### src/rtl/pool2x2_stream_engine_if.sv
// Stream bundle for pool2x2_stream_engine: input beats, pooled output beats and frame_done.
// The engine connects through the slave modport; the producer/consumer side uses master.
interface pool2x2_stream_engine_if #(
   parameter int DATA_W = 8,
   parameter int CH_W   = 1
);
   logic                     valid_in;
   logic                     ready_in;
   logic signed [DATA_W-1:0] pixel_in;
   logic                     valid_out;
   logic                     ready_out;
   logic signed [DATA_W-1:0] pixel_out;
   logic        [CH_W-1:0]   ch_out;
   logic                     frame_done;

   modport master (
      output valid_in, pixel_in, ready_out,
      input  ready_in, valid_out, pixel_out, ch_out, frame_done
   );

   modport slave (
      input  valid_in, pixel_in, ready_out,
      output ready_in, valid_out, pixel_out, ch_out, frame_done
   );
endinterface

### src/rtl/pool2x2_stream_engine.sv
// Streaming 2x2 stride-2 max/average pooling over channel-interleaved row-major frames.
// Optional macro POOL_RELU_EN clamps negative pooled results to zero before the output register.
module pool2x2_stream_engine #(
   parameter int DATA_W   = 8,
   parameter int MAP_W    = 28,
   parameter int MAP_H    = 28,
   parameter int CHANNELS = 1
) (
   input  logic                   clk,
   input  logic                   rst,
   input  logic                   clear,
   input  logic                   mode,
   pool2x2_stream_engine_if.slave bus
);
   localparam int CH_W      = (CHANNELS > 1) ? $clog2(CHANNELS) : 1;
   localparam int COL_W     = $clog2(MAP_W);
   localparam int ROW_W     = $clog2(MAP_H);
   localparam int LB_DEPTH  = (MAP_W / 2) * CHANNELS;
   localparam int LB_W      = (LB_DEPTH > 1) ? $clog2(LB_DEPTH) : 1;
   localparam int OUT_TOTAL = (MAP_W / 2) * (MAP_H / 2) * CHANNELS;
   localparam int OCNT_W    = $clog2(OUT_TOTAL + 1);

   localparam logic [CH_W-1:0]   CH_LAST   = CH_W'(CHANNELS - 1);
   localparam logic [COL_W-1:0]  COL_LAST  = COL_W'(MAP_W - 1);
   localparam logic [ROW_W-1:0]  ROW_LAST  = ROW_W'(MAP_H - 1);
   localparam logic [OCNT_W-1:0] OCNT_LAST = OCNT_W'(OUT_TOTAL - 1);

   logic [CH_W-1:0]          ch_r;
   logic [COL_W-1:0]         col_r;
   logic [ROW_W-1:0]         row_r;
   logic                     mode_r;
   logic signed [DATA_W-1:0] hreg_r [CHANNELS];
   logic signed [DATA_W:0]   lb_r   [LB_DEPTH];

   logic                     valid_out_r;
   logic signed [DATA_W-1:0] pixel_out_r;
   logic [CH_W-1:0]          ch_out_r;
   logic                     frame_done_r;
   logic [OCNT_W-1:0]        ocnt_r;

   logic                     ready_in_s;
   logic                     accept_s;
   logic                     first_s;
   logic                     mode_s;
   logic                     produce_s;
   logic                     fire_s;
   int                       lb_pos_s;
   logic [LB_W-1:0]          lb_idx_s;
   logic signed [DATA_W-1:0] pix_s;
   logic signed [DATA_W-1:0] hold_s;
   logic signed [DATA_W:0]   pair_s;
   logic signed [DATA_W:0]   top_s;
   logic signed [DATA_W+1:0] sum4_s;
   logic signed [DATA_W-1:0] pooled_s;
   logic signed [DATA_W-1:0] result_s;

   assign ready_in_s     = !valid_out_r || bus.ready_out;
   assign accept_s       = bus.valid_in && ready_in_s && !clear;
   assign first_s        = (row_r == {ROW_W{1'b0}}) && (col_r == {COL_W{1'b0}}) && (ch_r == {CH_W{1'b0}});
   // The first beat of a frame uses the live mode pin; later beats use the latched copy.
   assign mode_s         = first_s ? mode : mode_r;
   assign produce_s      = row_r[0] && col_r[0];
   assign fire_s         = valid_out_r && bus.ready_out;

   assign bus.ready_in   = ready_in_s;
   assign bus.valid_out  = valid_out_r;
   assign bus.pixel_out  = pixel_out_r;
   assign bus.ch_out     = ch_out_r;
   assign bus.frame_done = frame_done_r;

   // Horizontal pair reduction, vertical combine with the line buffer, optional clamp.
   always_comb begin
      pix_s    = bus.pixel_in;
      hold_s   = hreg_r[ch_r];
      lb_pos_s = (int'(col_r) >> 1) * CHANNELS + int'(ch_r);
      lb_idx_s = LB_W'(lb_pos_s);
      top_s    = lb_r[lb_idx_s];
      if (mode_s) begin
         pair_s = {hold_s[DATA_W-1], hold_s} + {pix_s[DATA_W-1], pix_s};
      end else if (hold_s > pix_s) begin
         pair_s = {hold_s[DATA_W-1], hold_s};
      end else begin
         pair_s = {pix_s[DATA_W-1], pix_s};
      end
      sum4_s = {pair_s[DATA_W], pair_s} + {top_s[DATA_W], top_s};
      if (mode_s) begin
         pooled_s = DATA_W'(sum4_s >>> 2);
      end else if (pair_s > top_s) begin
         pooled_s = DATA_W'(pair_s);
      end else begin
         pooled_s = DATA_W'(top_s);
      end
`ifdef POOL_RELU_EN
      if (pooled_s < 0) begin
         result_s = {DATA_W{1'b0}};
      end else begin
         result_s = pooled_s;
      end
`else
      result_s = pooled_s;
`endif
   end

   // Channel/column/row position counters and per-frame mode latch.
   always_ff @(posedge clk or posedge rst) begin
      if (rst) begin
         ch_r   <= {CH_W{1'b0}};
         col_r  <= {COL_W{1'b0}};
         row_r  <= {ROW_W{1'b0}};
         mode_r <= 1'b0;
      end else if (clear) begin
         ch_r  <= {CH_W{1'b0}};
         col_r <= {COL_W{1'b0}};
         row_r <= {ROW_W{1'b0}};
      end else if (accept_s) begin
         mode_r <= mode_s;
         if (ch_r == CH_LAST) begin
            ch_r <= {CH_W{1'b0}};
            if (col_r == COL_LAST) begin
               col_r <= {COL_W{1'b0}};
               if (row_r == ROW_LAST) begin
                  row_r <= {ROW_W{1'b0}};
               end else begin
                  row_r <= row_r + ROW_W'(1'b1);
               end
            end else begin
               col_r <= col_r + COL_W'(1'b1);
            end
         end else begin
            ch_r <= ch_r + CH_W'(1'b1);
         end
      end
   end

   // Per-channel horizontal hold registers and the top-row line buffer.
   always_ff @(posedge clk or posedge rst) begin
      if (rst) begin
         for (int i = 0; i < CHANNELS; i++) begin
            hreg_r[i] <= {DATA_W{1'b0}};
         end
         for (int i = 0; i < LB_DEPTH; i++) begin
            lb_r[i] <= {(DATA_W + 1){1'b0}};
         end
      end else if (accept_s) begin
         if (!col_r[0]) begin
            hreg_r[ch_r] <= pix_s;
         end else if (!row_r[0]) begin
            lb_r[lb_idx_s] <= pair_s;
         end
      end
   end

   // Output register, output beat counter and frame_done pulse.
   always_ff @(posedge clk or posedge rst) begin
      if (rst) begin
         valid_out_r  <= 1'b0;
         pixel_out_r  <= {DATA_W{1'b0}};
         ch_out_r     <= {CH_W{1'b0}};
         frame_done_r <= 1'b0;
         ocnt_r       <= {OCNT_W{1'b0}};
      end else if (clear) begin
         valid_out_r  <= 1'b0;
         frame_done_r <= 1'b0;
         ocnt_r       <= {OCNT_W{1'b0}};
      end else begin
         frame_done_r <= fire_s && (ocnt_r == OCNT_LAST);
         if (fire_s) begin
            if (ocnt_r == OCNT_LAST) begin
               ocnt_r <= {OCNT_W{1'b0}};
            end else begin
               ocnt_r <= ocnt_r + OCNT_W'(1'b1);
            end
         end
         if (accept_s && produce_s) begin
            valid_out_r <= 1'b1;
            pixel_out_r <= result_s;
            ch_out_r    <= ch_r;
         end else if (bus.ready_out) begin
            valid_out_r <= 1'b0;
         end
      end
   end
endmodule

### src/flat_wrapper.sv
// flat-port wrapper written by rule: the top's interface ports become plain ports
module pool2x2_stream_engine_flat 
#(
   parameter int DATA_W   = 8,
   parameter int MAP_W    = 28,
   parameter int MAP_H    = 28,
   parameter int CHANNELS = 1
)
  (clk, rst, clear, mode, bus_valid_in, bus_pixel_in, bus_ready_out, bus_ready_in, bus_valid_out, bus_pixel_out, bus_ch_out, bus_frame_done);
  pool2x2_stream_engine_if #(.DATA_W(DATA_W), .CH_W(1)) bus_i ();
  input  logic clk;
  input  logic rst;
  input  logic clear;
  input  logic mode;
  input wire logic [$bits(bus_i.valid_in)-1:0] bus_valid_in;
  input wire logic [$bits(bus_i.pixel_in)-1:0] bus_pixel_in;
  input wire logic [$bits(bus_i.ready_out)-1:0] bus_ready_out;
  output wire logic [$bits(bus_i.ready_in)-1:0] bus_ready_in;
  output wire logic [$bits(bus_i.valid_out)-1:0] bus_valid_out;
  output wire logic [$bits(bus_i.pixel_out)-1:0] bus_pixel_out;
  output wire logic [$bits(bus_i.ch_out)-1:0] bus_ch_out;
  output wire logic [$bits(bus_i.frame_done)-1:0] bus_frame_done;
  assign bus_i.valid_in = bus_valid_in;
  assign bus_i.pixel_in = bus_pixel_in;
  assign bus_i.ready_out = bus_ready_out;
  assign bus_ready_in = bus_i.ready_in;
  assign bus_valid_out = bus_i.valid_out;
  assign bus_pixel_out = bus_i.pixel_out;
  assign bus_ch_out = bus_i.ch_out;
  assign bus_frame_done = bus_i.frame_done;
  pool2x2_stream_engine #(.DATA_W(DATA_W), .MAP_W(MAP_W), .MAP_H(MAP_H), .CHANNELS(CHANNELS)) u_core (.clk(clk), .rst(rst), .clear(clear), .mode(mode), .bus(bus_i));
endmodule
### config.mk
export PLATFORM = sky130hd
export DESIGN_NAME = pool2x2_stream_engine_flat
export DESIGN_NICKNAME = d
export VERILOG_FILES = /design/src/rtl/pool2x2_stream_engine_if.sv /design/src/rtl/pool2x2_stream_engine.sv /design/src/flat_wrapper.sv
export SDC_FILE = /design/constraint.sdc
export NUM_CORES = 1
export LEC_CHECK = 0
export CORE_UTILIZATION = 56
export CTS_CLUSTER_DIAMETER = 50
export DETAILED_ROUTE_END_ITERATION = 6
export GPL_TIMING_DRIVEN = 1
export HOLD_SLACK_MARGIN = 0.06
export PLACE_DENSITY = 0.76
export SLEW_MARGIN = 5
export SYNTH_ARGS = -nofsm -noshare
export SYNTH_HDL_FRONTEND = slang
export SYNTH_SLANG_ARGS = --single-unit
export TNS_END_PERCENT = 50
### constraint.sdc
create_clock -name clk -period 5.1 [get_ports clk]
set_input_delay 1.02 -clock clk [delete_from_list [all_inputs] [get_ports clk]]
set_output_delay 1.02 -clock clk [all_outputs]
set_load 0.01 [all_outputs]
Yosys cells after proc, flatten, opt, wreduce, memory -nomap -nowiden:

Index checks and enable logic that the tools add are counted.

* word-level logic and storage cells: 104
* output and inout bits: 12
* register bits: 165

* add/subtract/negate cells: 7
* reduce and logical (&&, ||, !) cells: 25
* muxes and demuxes: 33
* order comparisons: 6
* bitwise gates (word level): 5
* equality and inequality tests: 4

Operators by type and width (count)
* 126-bit bitwise mux: 1
* 8-bit 2-to-1 mux: 7
* 5-bit 2-to-1 mux: 9
* 9-bit 2-to-1 mux: 5
* 9-bit binary-select mux with 4-bit select: 1
* 9-bit demux with 4-bit select: 1
* 5-bit by 1-bit adder with 5-bit output, second input constant: 2
* 9-bit by 9-bit adder with 10-bit output: 1
* 5-bit == test, second input constant: 2
* 1-bit logical AND: 10
* 5-bit logical NOT: 2
* 8-bit by 8-bit adder with 9-bit output: 1
* 9-bit greater-than comparator: 1
* 8-bit by 1-bit adder with 8-bit output, second input constant: 1
* 8-bit bitwise mux: 1
* 8-bit == test, second input constant: 1
* 8-bit greater-than comparator: 1
* 1-bit 2-to-1 mux: 8
* 2-bit AND reduction: 4
* 3-bit AND reduction: 2
* 2-bit nonzero test: 3
* 5-bit >= comparator, second input constant: 1
* 5-bit by 1-bit < comparator with 1-bit output, second input constant: 1
* 4-bit NOT with 5-bit output: 1
* 9 further kinds: 13

Longest topological paths before layout:

* depth in word-level cells: 8
* gate-level depth with buffers: 21
* mapped depth without buffers: 15

Worst setup path before layout:

No wires, ideal clock.

* path kind: input to register
* start: in bus_pixel_in[1]
* end: reg u_core.pixel_out_r[6], in the netlist u_core.bus.pixel_out[6]
* slack: 0.475 ns
* path buffers: 3
* cell stages on the path: 17
* data arrival time: 4.499 ns
* setup time: 0.126 ns
* cells stage by stage: inv_1 > ha_1 > nand2b_1 > a2111oi_0 > a2111o_1 > o22ai_1 > mux2i_1 > buf_2 > nor2_1 > ha_1 > clkbuf_1 > and3_1 > a31oi_1 > and2_1 > clkbuf_1 > o211ai_1 > a221o_1

* word-level cells in the longest chain between the ends: 6

Ends and longest elaborated chain
* start: declaration: RTL line flat_wrapper.sv:16 `input wire logic [$bits(bus_i.pixel_in)-1:0] bus_pixel_in;`
* 8-bit greater-than comparator: RTL line pool2x2_stream_engine.sv:80 `end else if (hold_s > pix_s) begin`
* 9-bit 2-to-1 mux: RTL line pool2x2_stream_engine.sv:80
* 9-bit 2-to-1 mux *: RTL line pool2x2_stream_engine.sv:78 `if (mode_s) begin`
* via u_core.pair_s[7]: RTL line pool2x2_stream_engine.sv:51 `logic signed [DATA_W:0] pair_s;`
* 9-bit greater-than comparator: RTL line pool2x2_stream_engine.sv:88 `end else if (pair_s > top_s) begin`
* 8-bit 2-to-1 mux: RTL line pool2x2_stream_engine.sv:88
* 8-bit 2-to-1 mux *: RTL line pool2x2_stream_engine.sv:86 `if (mode_s) begin`
* end signal: assignment: RTL line pool2x2_stream_engine.sv:157 `pixel_out_r <= {DATA_W{1'b0}};`
* end signal: assignment: RTL line pool2x2_stream_engine.sv:176 `pixel_out_r <= result_s;`
* end: declaration: RTL line pool2x2_stream_engine.sv:36 `logic signed [DATA_W-1:0] pixel_out_r;`

The timed path passes the listed nets; every way through them passes the cells marked *.
A chain may end at the register's enable or synchronous reset.

Worst setup path after layout:

* start: in bus_pixel_in[7]
* end: reg u_core.pixel_out_r[7], in the netlist u_core.bus.pixel_out[7]

* word-level cells in the longest chain between the ends: 6

Ends and longest elaborated chain (RTL line)
* 8-bit greater-than comparator *: pool2x2_stream_engine.sv:80
* 9-bit 2-to-1 mux *: pool2x2_stream_engine.sv:80
* 9-bit 2-to-1 mux *: pool2x2_stream_engine.sv:78
* via u_core.pair_s[4]: pool2x2_stream_engine.sv:51
* 9-bit greater-than comparator: pool2x2_stream_engine.sv:88
* 8-bit 2-to-1 mux: pool2x2_stream_engine.sv:88
* 8-bit 2-to-1 mux *: pool2x2_stream_engine.sv:86

Marked as above.

==> results.md <==
Power and ir drop:
- The worst-case vdd ir drop is 0.258 mV.
- The power per standard cell area is about 420 mW/mm².
- The static leakage is 4.48 nW.

Synthesis:
- Counting flops with a built-in enable in the synthesized netlist gives 0.
- Sorting the synthesized cells by area gives the leading types as sky130_fd_sc_hd__dfrtp_1 (44%), sky130_fd_sc_hd__mux4_2 (6.6%), sky130_fd_sc_hd__nand2_1 (6.0%), sky130_fd_sc_hd__ha_1 (5.3%), sky130_fd_sc_hd__o21ai_0 (3.1%).
- The most used flip-flop cell after synthesis is sky130_fd_sc_hd__dfrtp_1.
- After synthesis, the netlist uses 79 different library cells.
- After synthesis the cells add up to about 0.0093 mm².
- Synthesis inferred 163 register bits.
- The cell with the most instances after synthesis is sky130_fd_sc_hd__dfrtp_1.
- Of all flip-flops after synthesis, the portion carrying an async set or reset was 1.00.
- The yosys synthesis warning count is 0.
- Dividing the synthesized area by the synthesized cell count gives 10.3 µm².
- The share of synthesized area in the top cell type comes to 0.441.
- Of the synthesized area, sequential elements account for 0.441.
- After synthesis, the most frequently instantiated cells are sky130_fd_sc_hd__dfrtp_1 (163), sky130_fd_sc_hd__nand2_1 (149), sky130_fd_sc_hd__o21ai_0 (57), sky130_fd_sc_hd__nor2_1 (49), sky130_fd_sc_hd__ha_1 (39).
- The number of nets handed over by synthesis was 956.
- The post-synthesis instance total is 902.
- The leading area contributor after synthesis is sky130_fd_sc_hd__dfrtp_1.

Worst setup path:
- In this design, the stage delay of the slowest critical-path cell is 520 ps.
- The data required time at the worst endpoint is 5390 ps.
- On the critical path, the stage with the largest delay is an instance of sky130_fd_sc_hd__clkdlybuf4s50_1.
- The worst setup path is launched from an input port.
- Data arrives at the worst endpoint at between 4000 and 5000 ps.
- The highest net fanout along the worst path is 10.
- Traced cell by cell, the critical path runs through clkdlybuf4s50_1, inv_1, ha_1, o211a_1, a221oi_4, o21ai_4, a31oi_1, a22o_1, inv_1, ha_1, nor2b_1, o21bai_1, a21oi_1, a311o_1, a211oi_1, a211oi_1.
- The worst setup path is captured at a flip-flop.
- The category of the most critical setup path is in2reg.

Detailed routing:
- The wire length reported by the detailed router is 22300 µm.
- Signal routing reaches up to met4.
- In the routed design, unresolved DRC markers number 0.
- The violation count after the first detailed-routing iteration is approximately 580.
- After detailed routing, the wire length on met1 is 10300 µm.
- In the routed layout, each cell is associated on average with a via count of 6.02.
- Detailed routing placed a total of 10500 µm of wire on met2.
- The number of optimization iterations in the first detailed-route pass is 5.
- The total via count after detailed routing is ~7000.
- In this run the remaining antenna-violating nets after routing total 0.
- After detailed routing, the met3 layer carries about 1100 µm of wire.
- The post-detailed-route wirelength per cell is ~19 µm.

Clock network:
- Clock-pin slew was measured on the worst setup and hold paths at about 70 ps.
- The H-tree depth is 4.
- The TritonCTS clock tree is yes.
- The TritonCTS sink count is 163.
- The longest clock path from root to sink contains 2 buffers.
- The cell chosen for the clock root is sky130_fd_sc_hd__clkbuf_16.
- Post-CTS repair changed the size of 0 cells.
- The number of setup buffers added after CTS is 0.
- The number of hold buffers added after cts is 0.
- Clock tree synthesis inserted a total of 17 buffers.
- The later pin in the worst-skew pair is clocked with a latency of approximately 440 ps.

Floorplanning:
- In this run the count of I/O pins placed on the die edge is 26.
- In this run the standard cell core region covers 0.0160 mm².
- The die is around 130 µm tall.
- The number of core rows is 46.
- The effective utilization at floorplan is 0.579.
- The die covers 0.0171 mm².
- The die is 131 µm wide.

Timing:
- The final-report max-slew violation count is 0.
- Adding up every negative setup slack in the final design gives 0 ps.
- The relative slew slack is 0.280.
- The worst setup skew after layout is roughly 10 ps.
- Setup repair after global routing left no endpoint under its margin.
- For the pin with the worst max-slew slack, the measured transition is 1070 ps.
- The post-layout minimum cycle time is 4680 ps.
- The final count of hold timing violations is 0.
- Setup violations remaining at the end of the flow were counted as 0.
- In the finished design, the share of the clock period the worst path needs comes to 0.917.
- Timing would allow up to 214 MHz.

Final layout:
- The number of antenna diodes in the final layout is 0.
- The number of nets in the layout is 977.
- The ratio of cells with drive above 1 in the final layout is 0.170.
- The area growth from synthesis to layout is 11.2%.
- The finished layout cell area is 0.0103 mm².
- The count of fill cells added during filler insertion is 1335.

Place:
- Routability-driven placement finished with a final weighted congestion of 0.944.
- The placed wire-length estimate after detailed placement is 15100 µm.
- The post-place instance area is 0.00972 mm².
- Input and output buffers added on the ports amount to 24.

GRT:
- The global-route wire length before repair is 35800 µm.
- The via count of the first global-routing pass came to between 6000 and 7000.
- The pin count of the biggest net entering global routing is between 60 and 70.
- The global routing usage summed across all routing layers is 0.281.
- The initial antenna violation count is 0.
- The total congestion overflow is 0.

Flow run:
- The number of max-cap violations is 0.

Outcome:
- The flow ran to the end, and the final reports show no timing, DRC or antenna violations.

Hold path:
- The worst hold path class is reg2reg.
cell type report:
type	instances	area (µm²)	share of cell area
Multi-Input combinational cell	655	4750	0.461
Sequential cell	163	4080	0.396
Timing Repair Buffer	50	473	0.0459
Clock buffer	19	443	0.0430
Tap cell	216	270	0.0262
Inverter	36	144	0.0140
Clock inverter	13	138	0.0134
path summary, 6_finish.rpt:
check,startpoint,to,slack (ps),cells past startpoint
setup / recovery,bus_pixel_in[7],u_core.bus.pixel_out[7],420,16
hold / removal,u_core.lb_r[58],u_core.lb_r[58],480,2
setup reg to reg,u_core.col_r[1],u_core.bus.pixel_out[7],890,15
hold reg to reg,u_core.lb_r[58],u_core.lb_r[58],480,2
max in group asynchronous,rst,u_core.lb_r[87],3090,3
min in group asynchronous,rst,u_core.lb_r[37],1170,2
power by group:
group	total, mW	internal (mW)	switching (mW)
sequential	1.46	1.39	0.0698
combinational	1.63	0.619	1.01
clock	1.27	0.700	0.573
total	4.35	2.70	1.65
worst max-delay path, delay by kind of cell:
kind / cells / cell delay, ps
adder cells (fa/ha/maj): 2 / 770
AND/OR/NAND/NOR: 1 / 170
buffers and inverters: 3 / 700
AO/OA/AOI/OAI: 10 / 2300
metrics by stage:
stage,std cells,hold slack (ps),worst slack [ps],power (mW),util
after floorplan,902,443,475,2.58,-
final,1152,476,422,4.35,0.644
after CTS,1152,479,463,4.34,0.644
after detailed placement,1120,465,84.7,3.06,0.607
after global placement,1120,457,158,3.03,0.607
after global routing,1152,503,140,4.54,0.644
placed cells by master (no fill, tap or decap), types with 23 or more instances in the layout:
| cell type | Yosys | layout |
|---|---|---|
| sky130_fd_sc_hd__dfrtp_1 | 163 | 162 |
| sky130_fd_sc_hd__nand2_1 | 149 | 149 |
| sky130_fd_sc_hd__o21ai_0 | 57 | 57 |
| sky130_fd_sc_hd__nor2_1 | 49 | 49 |
| sky130_fd_sc_hd__ha_1 | 39 | 39 |
| sky130_fd_sc_hd__inv_1 | 34 | 33 |
| sky130_fd_sc_hd__o21ai_1 | 33 | 33 |
| sky130_fd_sc_hd__o31ai_1 | 31 | 31 |
| sky130_fd_sc_hd__mux4_2 | 27 | 27 |
| sky130_fd_sc_hd__a21oi_1 | 26 | 26 |
| sky130_fd_sc_hd__clkdlybuf4s50_1 | 0 | 24 |
| sky130_fd_sc_hd__mux2_2 | 23 | 23 |
| sky130_fd_sc_hd__buf_4 | 8 | 23 |
cell families (layout without fill, tap and decap cells):
group                    after synthesis  after routing  synth area share
multiplexers                          62             62             0.107
adder cells (fa/ha/maj)               40             40            0.0549
flip-flops                           163            163             0.441
buffers and inverters                 84            118            0.0465
AO/OA/AOI/OAI                        240            240             0.189
XOR/XNOR                              10             10           0.00946
AND/OR/NAND/NOR                      302            302             0.153
other                                  1              1          0.000405
flip-flops by register name, summed over array words and instances (netlist names):
register and cells:
u_core.bus.pixel_out 8, u_core.lb_r 126, u_core.col_r 5, u_core.bus.frame_done 1, u_core.hreg_r 8, u_core.bus.valid_out 1, u_core.mode_r 1, u_core.ocnt_r 8
u_core.row_r 5
per-layer routing:
metal | GRT usage | vias to the layer above
li1 | - | 3290
met1 | 0.406 | 3427
met2 | 0.438 | 190
met3 | 0.0387 | 33
met4 | 0.0947 | 0
met5 | 0 | -
(Power assumes the default switching activity.)
